$ cat src/rtl/rr_mux_reg.sv
// rr_mux_reg: N-channel, W-bit arbitrated multiplexer with valid/ready
// handshakes. A single output register holds the selected word and the
// index of the channel it came from. Arbitration is either round-robin
// (search starts just after the last channel transferred) or fixed
// priority (lowest index wins).
module rr_mux_reg #(
  parameter int WIDTH       = 32,
  parameter int CHANNELS    = 8,
  parameter int SEL_BITS    = 3,
  parameter bit ROUND_ROBIN = 1'b1
) (
  input  logic                      clock,
  input  logic                      reset,
  input  logic [CHANNELS-1:0]       in_valid,
  input  logic [CHANNELS*WIDTH-1:0] in_data,
  output logic [CHANNELS-1:0]       in_ready,
  output logic                      out_valid,
  output logic [WIDTH-1:0]          out_data,
  output logic [SEL_BITS-1:0]       out_sel,
  input  logic                      out_ready
);

  // Output register and arbitration history.
  logic                out_valid_reg;
  logic [WIDTH-1:0]    out_data_reg;
  logic [SEL_BITS-1:0] out_sel_reg;
  logic [SEL_BITS-1:0] last_reg;

  // Combinational arbitration results.
  logic                grant_any;
  logic [SEL_BITS-1:0] grant_idx;
  logic [CHANNELS-1:0] grant_vec;
  logic                load;

  // Per-channel view of the flat input data bus.
  logic [WIDTH-1:0]    chan_data [CHANNELS];

  genvar gi;
  generate
    for (gi = 0; gi < CHANNELS; gi++) begin : g_chan
      assign chan_data[gi] = in_data[gi*WIDTH +: WIDTH];
    end
  endgenerate

  // The register can take a new word when it is empty or being drained.
  assign load = ~out_valid_reg | out_ready;

  // Arbiter: walk the channels in priority order and take the first valid
  // one. Round-robin starts one past the last transferred channel; fixed
  // priority always starts at channel 0. Depends only on in_valid and
  // last_reg, never on in_data.
  always_comb begin
    int c;
    grant_any = 1'b0;
    grant_idx = '0;
    grant_vec = '0;
    for (int k = 0; k < CHANNELS; k++) begin
      if (ROUND_ROBIN) begin
        c = int'(last_reg) + 1 + k;
        if (c >= CHANNELS) c = c - CHANNELS;
      end else begin
        c = k;
      end
      if (!grant_any && in_valid[c]) begin
        grant_any    = 1'b1;
        grant_idx    = SEL_BITS'(c);
        grant_vec[c] = 1'b1;
      end
    end
  end

  // Accept the granted word only when the register can load; reset blocks
  // all handshakes so nothing is lost across a reset edge.
  always_comb begin
    in_ready = '0;
    if (!reset) begin
      in_ready = grant_vec & {CHANNELS{load}};
    end
  end

  // Output register: capture on an input transfer, empty on a lone output
  // transfer, otherwise hold. A simultaneous accept and drain replaces the
  // word, sustaining one word per cycle.
  always_ff @(posedge clock) begin
    if (reset) begin
      out_valid_reg <= 1'b0;
      out_data_reg  <= '0;
      out_sel_reg   <= '0;
      last_reg      <= SEL_BITS'(CHANNELS - 1);
    end else if (grant_any && load) begin
      out_valid_reg <= 1'b1;
      out_data_reg  <= chan_data[grant_idx];
      out_sel_reg   <= grant_idx;
      if (ROUND_ROBIN) begin
        last_reg <= grant_idx;
      end
    end else if (out_valid_reg && out_ready) begin
      out_valid_reg <= 1'b0;
    end
  end

  assign out_valid = out_valid_reg;
  assign out_data  = out_data_reg;
  assign out_sel   = out_sel_reg;

endmodule
$ cat config.mk
export PLATFORM = sky130hd
export DESIGN_NAME = rr_mux_reg
export DESIGN_NICKNAME = d
export VERILOG_FILES = /design/src/rtl/rr_mux_reg.sv
export SDC_FILE = /design/constraint.sdc
export NUM_CORES = 1
export LEC_CHECK = 0
export BUFFER_PORTS_ARGS = -buffer_cell sky130_fd_sc_hd__buf_2
export CORE_AREA = 2 2 121 123
export DETAILED_ROUTE_END_ITERATION = 10
export DIE_AREA = 0 0 123 125
export GPL_ROUTABILITY_DRIVEN = 0
export MAX_ROUTING_LAYER = met4
export PLACE_DENSITY = 0.72
export SYNTH_ARGS = -nofsm -noshare
export SYNTH_HDL_FRONTEND = slang
export SYNTH_SLANG_ARGS = --single-unit
$ cat constraint.sdc
create_clock -name clock -period 7.1 [get_ports clock]
set_clock_uncertainty 0.2 [all_clocks]
set_input_delay 1.42 -clock clock [delete_from_list [all_inputs] [get_ports clock]]
set_output_delay 1.42 -clock clock [all_outputs]
set_load 0.03 [all_outputs]
=== Word level (Yosys, flattened, before mapping) ===
Cells that the tools add are included.

* Latch bits: 0
* Output and inout port bits: 44
* RAM bits: 0
* Word-level logic and storage cells: 159
* Memories: 0
* Input bits: 267
* ROM bits: 0
* Bits in registers: 39

* Equality and inequality tests: 0
* Bitwise gates (word level): 11
* Shifts and indexed selects: 0
* Divide/modulo/power cells: 0
* Mux-type cells: 78
* $add $sub $neg: 16
* Multiply operators: 0
* Reductions and logical operators: 25
* Magnitude comparators: 25

{| class="wikitable"
|+ Operators by type and width
! kind !! number
|-
| $mux 32 || 10
|-
| $ge 32x1->1 const B || 8
|-
| $lt 32x5->1 const B || 8
|-
| $ge 32x5->1 const B || 7
|-
| $sub 32x5->32 const B || 7
|-
| $add 32x4->32 const B || 3
|-
| $bmux 32 s3 || 1
|-
| $mux 8 || 9
|-
| $add 32x3->32 const B || 2
|-
| $or 8x8->8 || 7
|-
| $mux 1 || 34
|-
| $add 32x2->32 const B || 1
|-
| $bmux 1 s3 || 8
|-
| $demux 1 s3 || 8
|-
| $mux 3 || 8
|-
| $logic_and 1x1->1 || 17
|-
| $and 8x8->8 || 1
|-
| $logic_not 1->1 || 7
|-
| $sub 5x4->6 const B || 1
|-
| $add 4x3->5 const B || 1
|-
| $ge 5x4->1 const B || 1
|-
| $add 3x1->4 const B || 1
|-
| $ge 4x4->1 const B || 1
|-
| $not 3->4 || 1
|-
| other kinds (3) || 3
|}

=== Depth between registers and ports, before layout ===
Gate-level depths: netlist of run 1.

* Word-level depth: 32
* Depth in mapped cells: 22
* Gate-level depth less buffers: 16

=== Worst setup path after synthesis of run 1 ===
Ideal clock, no wire load.

* Path kind: register to output
* Start: register last_reg[0]
* End: output port in_ready[2]
* Slack: 0.428 ns
* Path buffers: 6
* Stages on the path, launching flop included: 18
* Arrival time: 5.052 ns
* Path through: dfxtp_1 buf_2 clkbuf_1 inv_1 clkbuf_1 ha_1 buf_2 mux4_2 buf_2 nor4_1 o41ai_2 or4_1 clkbuf_1 o32ai_1 o21ai_0 or2_2 and3_1 a211oi_1

* Cells in the longest elaborated chain, start to end: 30

{| class="wikitable"
|+ Ends and longest elaborated chain
! item !! RTL line !! source
|-
| from (decl) || 27 || <nowiki>logic [SEL_BITS-1:0] last_reg;</nowiki>
|-
| from (signal assigned) || 89 || <nowiki>last_reg <= SEL_BITS'(CHANNELS - 1);</nowiki>
|-
| from (signal assigned) || 95 || <nowiki>last_reg <= grant_idx;</nowiki>
|-
| $add 3x1->4 * || 59 || <nowiki>c = int'(last_reg) + 1 + k;</nowiki>
|-
| parallel branches: the longest is 26 deep, another holds $add 32x2->32 || - ||
|-
| $mux 8 * || 64 || <nowiki>if (!grant_any && in_valid[c]) begin</nowiki>
|-
| $and 8x8->8 * || 77 || <nowiki>in_ready = grant_vec & {CHANNELS{load}};</nowiki>
|-
| $mux 8 * || 76 || <nowiki>if (!reset) begin</nowiki>
|-
| to (decl) || 16 || <nowiki>output logic [CHANNELS-1:0] in_ready,</nowiki>
|}

Every way passes the cells marked *. The select of a mux whose other input is x is not followed.

=== Worst setup path after layout of run 1 ===
* Start: register last_reg[1]
* End: output port in_ready[2]

The elaborated chain is that of the path after synthesis.

==> results of run 1 <==
## layout make-up
class | instances | share of cell area [%]
clock buffers | 6 | 1.986
well taps | 184 | 3.547
inverters | 8 | 0.4627
flip-flops and latches | 39 | 12.03
multi-input cells | 408 | 55.33
repair buffers | 321 | 25.56
clock inverters | 2 | 0.9254
diodes | 4 | 0.1542
## routing by layer
layer / vias up / global-route usage, % / wire [um]
li1: 2561 / - / -
met1: 2584 / 31.84 / 7756
met2: 347 / 37.24 / 8755
met3: 8 / 11.22 / 2995
met4: 0 / 2.741 / 107
met5: - / - / 0
## cell usage in the layout (no fill, tap or decap), drive strengths merged, types with 12 or more instances in the layout
cell type and count:
mux2 20, o211ai 15, dfxtp 39, mux2i 52, buf 321, a221oi 15
a22o 15, nand2 85, nor2 20, a22oi 18, nor4 12, mux4 44
## Yosys cell counts (all sizes together) (3+ instances only)
| cell type | n | share of area, % |
|---|---|---|
| o311ai | 3 | 0.57 |
| a311oi | 5 | 0.95 |
| nand2b | 6 | 0.81 |
| a21oi | 10 | 1.1 |
| o22ai | 4 | 0.54 |
| o21ai | 10 | 1.1 |
| buf | 25 | 3.2 |
| nor2b | 3 | 0.41 |
| a221oi | 15 | 2.8 |
| mux2i | 52 | 11 |
| mux2 | 20 | 4.9 |
| nand2 | 85 | 6.9 |
| or4 | 3 | 0.49 |
| clkbuf | 25 | 2.0 |
| a22o | 15 | 2.8 |
| o41ai | 3 | 0.73 |
| ha | 9 | 2.4 |
| nor4 | 12 | 1.6 |
| a211oi | 3 | 0.49 |
| a31oi | 5 | 1.0 |
| nand3 | 11 | 1.2 |
| a22oi | 18 | 2.9 |
| o211ai | 15 | 2.4 |
| mux4 | 44 | 21 |
| inv | 6 | 0.49 |
| and3 | 5 | 0.68 |
| nor2 | 20 | 1.6 |
| a221o | 4 | 0.87 |
| nor3 | 5 | 0.54 |
| dfxtp | 39 | 17 |
## how the worst max path moves through the flow
stage                           start          end  slack (ns)
after floorplan           last_reg[0]  in_ready[2]        0.43
after global placement    in_valid[7]  in_ready[2]        0.79
after detailed placement  in_valid[7]  in_ready[2]        0.69
after CTS                 last_reg[1]  in_ready[2]        0.59
after global routing      last_reg[1]  in_ready[2]        0.19
final                     last_reg[1]  in_ready[2]        0.53
## kinds of logic after synthesis
family	after synthesis	share of synthesized area, %
AOI/OAI and AO/OA	124	20.98
adders and majority gates	9	2.433
buffers and inverters	58	5.839
and+or+nand+nor	155	15.00
muxes	116	37.52
xor gates and xnor gates	4	1.352
DFF	39	16.87
## critical path, delay by kind of cell (launching register included)
family	cells	cell delay, ns
compound gates	4	0.87
buf+inv	3	1.01
flops	1	0.47
fa+ha+maj	1	0.42
simple gates	4	1.73
xor+xnor	1	0.17
## metrics by stage
step	hold slack (ns)	area, um^2
2_1_floorplan	0.3668	4628
3_3_place_gp	0.2222	6291
3_5_place_dp	0.2263	6291
4_1_cts	0.2377	6480
5_1_grt	0.2558	6487
6_report	0.2370	6490
==> out/qor.yml, run 1 <==
initial_core_util_pct: 32.58
cts_sinks: 39
cts_tree: "built"
r2r_slack_ns: 1.38
ant_nets: 0
die_h_um: 125
drv_slew: 0
grt_usage_pct: 24.84
drc: 0
rr_startpoint: "last_reg[1]"
root_buffer: "clkbuf_16"
path_max_fanout: 22
die-width_um: 123
synth.distinct_cells: 54
required_ns: 5.48
path_class: "reg2out"
seq_area_um2: 780.7
clock_path_buffers: 2
final_cells: 972
slew_headroom_pct: 22.36
dp_hpwl_mm: 15.97
synthArstFlopShare_pct: 0
post_cts_resized: 0
nNetsFinal: 1059
hp-class: "reg2reg"
yosysSeqAreaShare_pct: 16.87
cp-start-kind: "flip-flop"
die-area_mm2: 0.01538
critical_path_arrival_ns: 4.95
drt_iter0_markers: 424
max_freq_ghz: 0.1522
hold_violations: 0
place_inst: 960
tns_ns: 0
io_pins: 311
clk_pin_slew_worst_paths_ns: 0.06
cts_setup_buffers: 0
syn_inst: 505
synth_ff_type: "dfxtp_1"
synth.cell_area_mm2: 0.004628
vias_per_cell: 5.658
synth_area_per_cell_um2: 9.165
min_period_ns: 6.569
routedWlPerCell_um: 20.18
final-setup-viol-count: 0
status: "completed"
yosys_warnings: 0
syn-num-nets: 781
antenna_found_initial: 4
reg2reg_to: "out_data[23]"
portBuffers: 310
grt_pass1_vias: 5031
ctsHoldBuffers: 0
fp.coreArea_mm2: 0.01420
clk-insertion-delay-late_ns: 0.27
worst_pin_slew_ns: 1.162
setup_slack_ns: 0.5312
largest_reg_flops: 32
endpoint_kind: "primary output"
crit_path_top_delay_cell: "or4_1"
cpPeakStageDelay_ns: 0.68
vias: 5500
fin_crit_sh_pct: 92.52
synth_edf_count: 0
pre_cts_slack_ns: 0.6870
cts_htree_levels: 2
drt-pass1-iter-count: 5
grt_setup_unrepaired: "false"
fillCellCount: 1383
cts-buffers-inserted: 5
grt_max_degree: 52
gr-total-overflow: 0
r2r_cells: 12
ys_ff_latch: 39
holdPathStages: 2
area_delta_synth_final_pct: 40.23
hold_start: "out_data[9]"
rows: 44
drv_cap: 0
cp_cell_sequence: "ha_1 > xor2_1 > buf_4 > clkinv_1 > nor4_1 > o41ai_2 > or4_1 > o32ai_1 > o21ai_0 > or2_2 > and3_1 > a211oi_1 > buf_2"
drive_above_1_share_pct: 51.02
multi_input_area_mm2: 0.003591
final_util_pct: 45.69
grt_pass1_wl_mm: 28.25
min_to: "out_data[9]"
postRouteWirelength_mm: 19.62
Power of run 1 is left out: the tool's default activity adds up to more than one toggle a clock period on the data nets, which glitch-free logic cannot reach.
==> run 2: changes to the inputs <==
- ABC_AREA: default -> 1
- CORE_AREA: 2 2 121 123 -> default
- CORE_UTILIZATION: default -> 38
- DIE_AREA: 0 0 123 125 -> default
- PLACE_DENSITY: 0.72 -> 0.77
==> run 2 against run 1 <==
- the run now ends with design-rule violations left
- clock-buffer cell count fell by 1
- via count rose by 50%
- area after synthesis rose by 19%
- critical path type unchanged
- hold slack improved by 0.034 ns
- global-route usage rose by 6.0 points
- die area fell by 3.0%
- routed wire length rose by 23%
==> out/qor.yml, run 2 <==
path_max_fanout: 27  # +23%
dp_hpwl_mm: 18.35  # +15%
clock_path_buffers: 2  # unchanged
ctsHoldBuffers: 0  # unchanged
io_pins: 311  # unchanged
fin_crit_sh_pct: 85.01  # -7.5 points
met3_usage_pct: 7.959  # -3.3 points
worst_pin_slew_ns: 1.078  # -0.08422 ns
initial_core_util_pct: 39.21  # +6.6 points
post-synth-top-count-cell: "nand3_1"
drt-pass1-iter-count: 11  # +6
seq_area_um2: 780.7  # unchanged
cts_setup_buffers: 0  # unchanged
synth_edf_count: 0  # unchanged
grt_pass1_vias: 6797  # +35%
tns_ns: 0  # unchanged
area_delta_synth_final_pct: 30.20
fillCellCount: 1487  # +7.5%
postRouteWirelength_mm: 24.16  # +23%
mostFrequentLayoutCells: "nand3_1 (379), buf_2 (310), nand2_1 (288)"
vias: 8271  # +50%
portBuffers: 310  # unchanged
path_class: "reg2out"
die-area_mm2: 0.01492  # -3.0%
required_ns: 5.48  # about the same
synth_commonest_cells: "nand3_1 (380), nand2_1 (290), inv_1 (68)"
status: "complete, but fails checks"
root_buffer: "clkbuf_16"
rr_startpoint: "last_reg[0]"
critical_path_arrival_ns: 4.42  # -0.53 ns
synth.cell_area_mm2: 0.005485  # +19%
cts_sinks: 39  # unchanged
nNetsFinal: 1574  # +49%
min_period_ns: 6.036  # -0.5331 ns
grt_setup_unrepaired: "false"
cp-start-kind: "flip-flop"
synthArstFlopShare_pct: 0  # unchanged
netlist.area_leader.share_pct: 34.67  # +13 points
use_met2_pct: 48.45  # +11 points
largest_reg_flops: 32  # unchanged
hold_violations: 0  # unchanged
syn-num-nets: 1323  # +69%
slew_headroom_pct: 28.06  # +5.7 points
yosys_warnings: 0  # unchanged
synth_ff_type: "dfxtp_1"
grt_max_degree: 96  # +85%
top_usage_layer: "met2"
drv_slew: 0  # unchanged
endpoint_kind: "primary output"
final-setup-viol-count: 0  # unchanged
drive_above_1_share_pct: 27.25  # -24 points
synth_area_leader_cell: "nand3_1"
ant_nets: 0  # unchanged
hp-class: "reg2reg"
crit_path_start: "last_reg[0]"
synth_area_per_cell_um2: 5.239  # -43%
multi_input_area_mm2: 0.004053  # +13%
cts_tree: "built"
hold_start: "out_sel[1]"
rows: 43  # -2.3%
max_freq_ghz: 0.1657  # +8.8%
cts_htree_levels: 2  # unchanged
gr-total-overflow: 0  # unchanged
vias_per_cell: 5.581  # -1.4%
grt_usage_pct: 30.86  # +6.0 points
drt_iter0_markers: 1049  # +150%
cts-buffers-inserted: 5  # unchanged
layout_commonest_cell: "nand3_1"
synth.distinct_cells: 36  # -33%
drc: 1  # +1
clk-insertion-delay-late_ns: 0.29  # +0.02 ns
die_h_um: 122.1  # -2.3%
drv_cap: 0  # unchanged
ys_ff_latch: 39  # unchanged
die-width_um: 122.1  # -0.70%
post_cts_resized: 0  # unchanged
violations: "design-rule violations"
yosysSeqAreaShare_pct: 14.23  # -2.6 points
syn_inst: 1047  # +110%
routedWlPerCell_um: 16.30  # -19%
clk_pin_slew_worst_paths_ns: 0.07  # about the same
synth.area.top_cells: "nand3_1 (35%), nand2_1 (20%), dfxtp_1 (14%)"
antenna_found_initial: 3  # -1
grt_use_met1_pct: 37.92  # +6.1 points
grt_pass1_wl_mm: 34.68  # +23%
fp.coreArea_mm2: 0.01399  # -1.5%
==> run 2: changes by cell type after synthesis, sizes merged, moves of 39 or more <==
cell / delta
nand3: +372
nand2: +208
mux2i: -52
mux4: -44
buf: +39
inv: +69
nor2: +52
==> run 2: layout make-up <==
| cell class | instances | area share, % |
|---|---|---|
| multi-input combinational | 856 | 56.74 |
| antenna | 3 | 0.1051 |
| sequential | 39 | 10.93 |
| clock buffer | 5 | 1.752 |
| tap | 180 | 3.153 |
| timing repair buffer | 320 | 22.95 |
| clock inverter | 3 | 0.3329 |
| inverter | 76 | 4.029 |
==> run 2: path summary, 6_finish.rpt <==
kind / slack, ns / cells past startpoint / end
setup / recovery: 1.06 / 19 / in_ready[3]
hold / removal: 0.27 / 2 / out_sel[1]
setup reg to reg: 1.33 / 21 / out_data[26]
hold reg to reg: 0.27 / 2 / out_sel[1]
==> run 2: worst max-delay path: stages (launching register included) <==
cell	delay [ns]
dfxtp_1	0.92
inv_2	0.28
ha_1	0.72
nand2_1	0.22
nand2_1	0.18
nand2_1	0.08
nand2_1	0.12
nand2_1	0.08
nand2_2	0.12
nand2_1	0.06
nor2_1	0.20
nand2_1	0.13
nor2_1	0.29
a21oi_1	0.10
o21ai_0	0.09
a21oi_1	0.06
o21ai_0	0.09
a21oi_1	0.06
nor2_1	0.11
buf_2	0.20
==> run 2: cells by family after synthesis <==
family | count (synthesis) | synth area share, %
adder cells (fa/ha/maj) | 9 | 2.053
flip-flops | 39 | 14.23
buffers and inverters | 152 | 12.39
XOR/XNOR | 1 | 0.1597
AO/OA/AOI/OAI | 80 | 8.166
AND/OR/NAND/NOR | 766 | 63.00
==> run 2: metal layers <==
layer	part of all wire [%]	routed length, um	vias to the layer above
li1	-	-	4025
met1	40	9664	3635
met2	45	10920	540
met3	11	2777	71
met4	3.3	793	0
met5	0	0	-
==> run 2: through the flow <==
step                cells  area (um^2)  hold WS, ns  util, %  setup slack [ns]
floorplan            1047         5485       0.3372        -             2.320
global placement     1471         6985       0.2528    49.94             1.619
detailed placement   1471         6985       0.2603    49.94             1.493
CTS                  1479         7134       0.2728    51.00             1.166
global route         1482         7142       0.3051    51.06            0.6656
finish               1482         7142       0.2710    51.06             1.064
Power of run 2 is left out for the same reason.
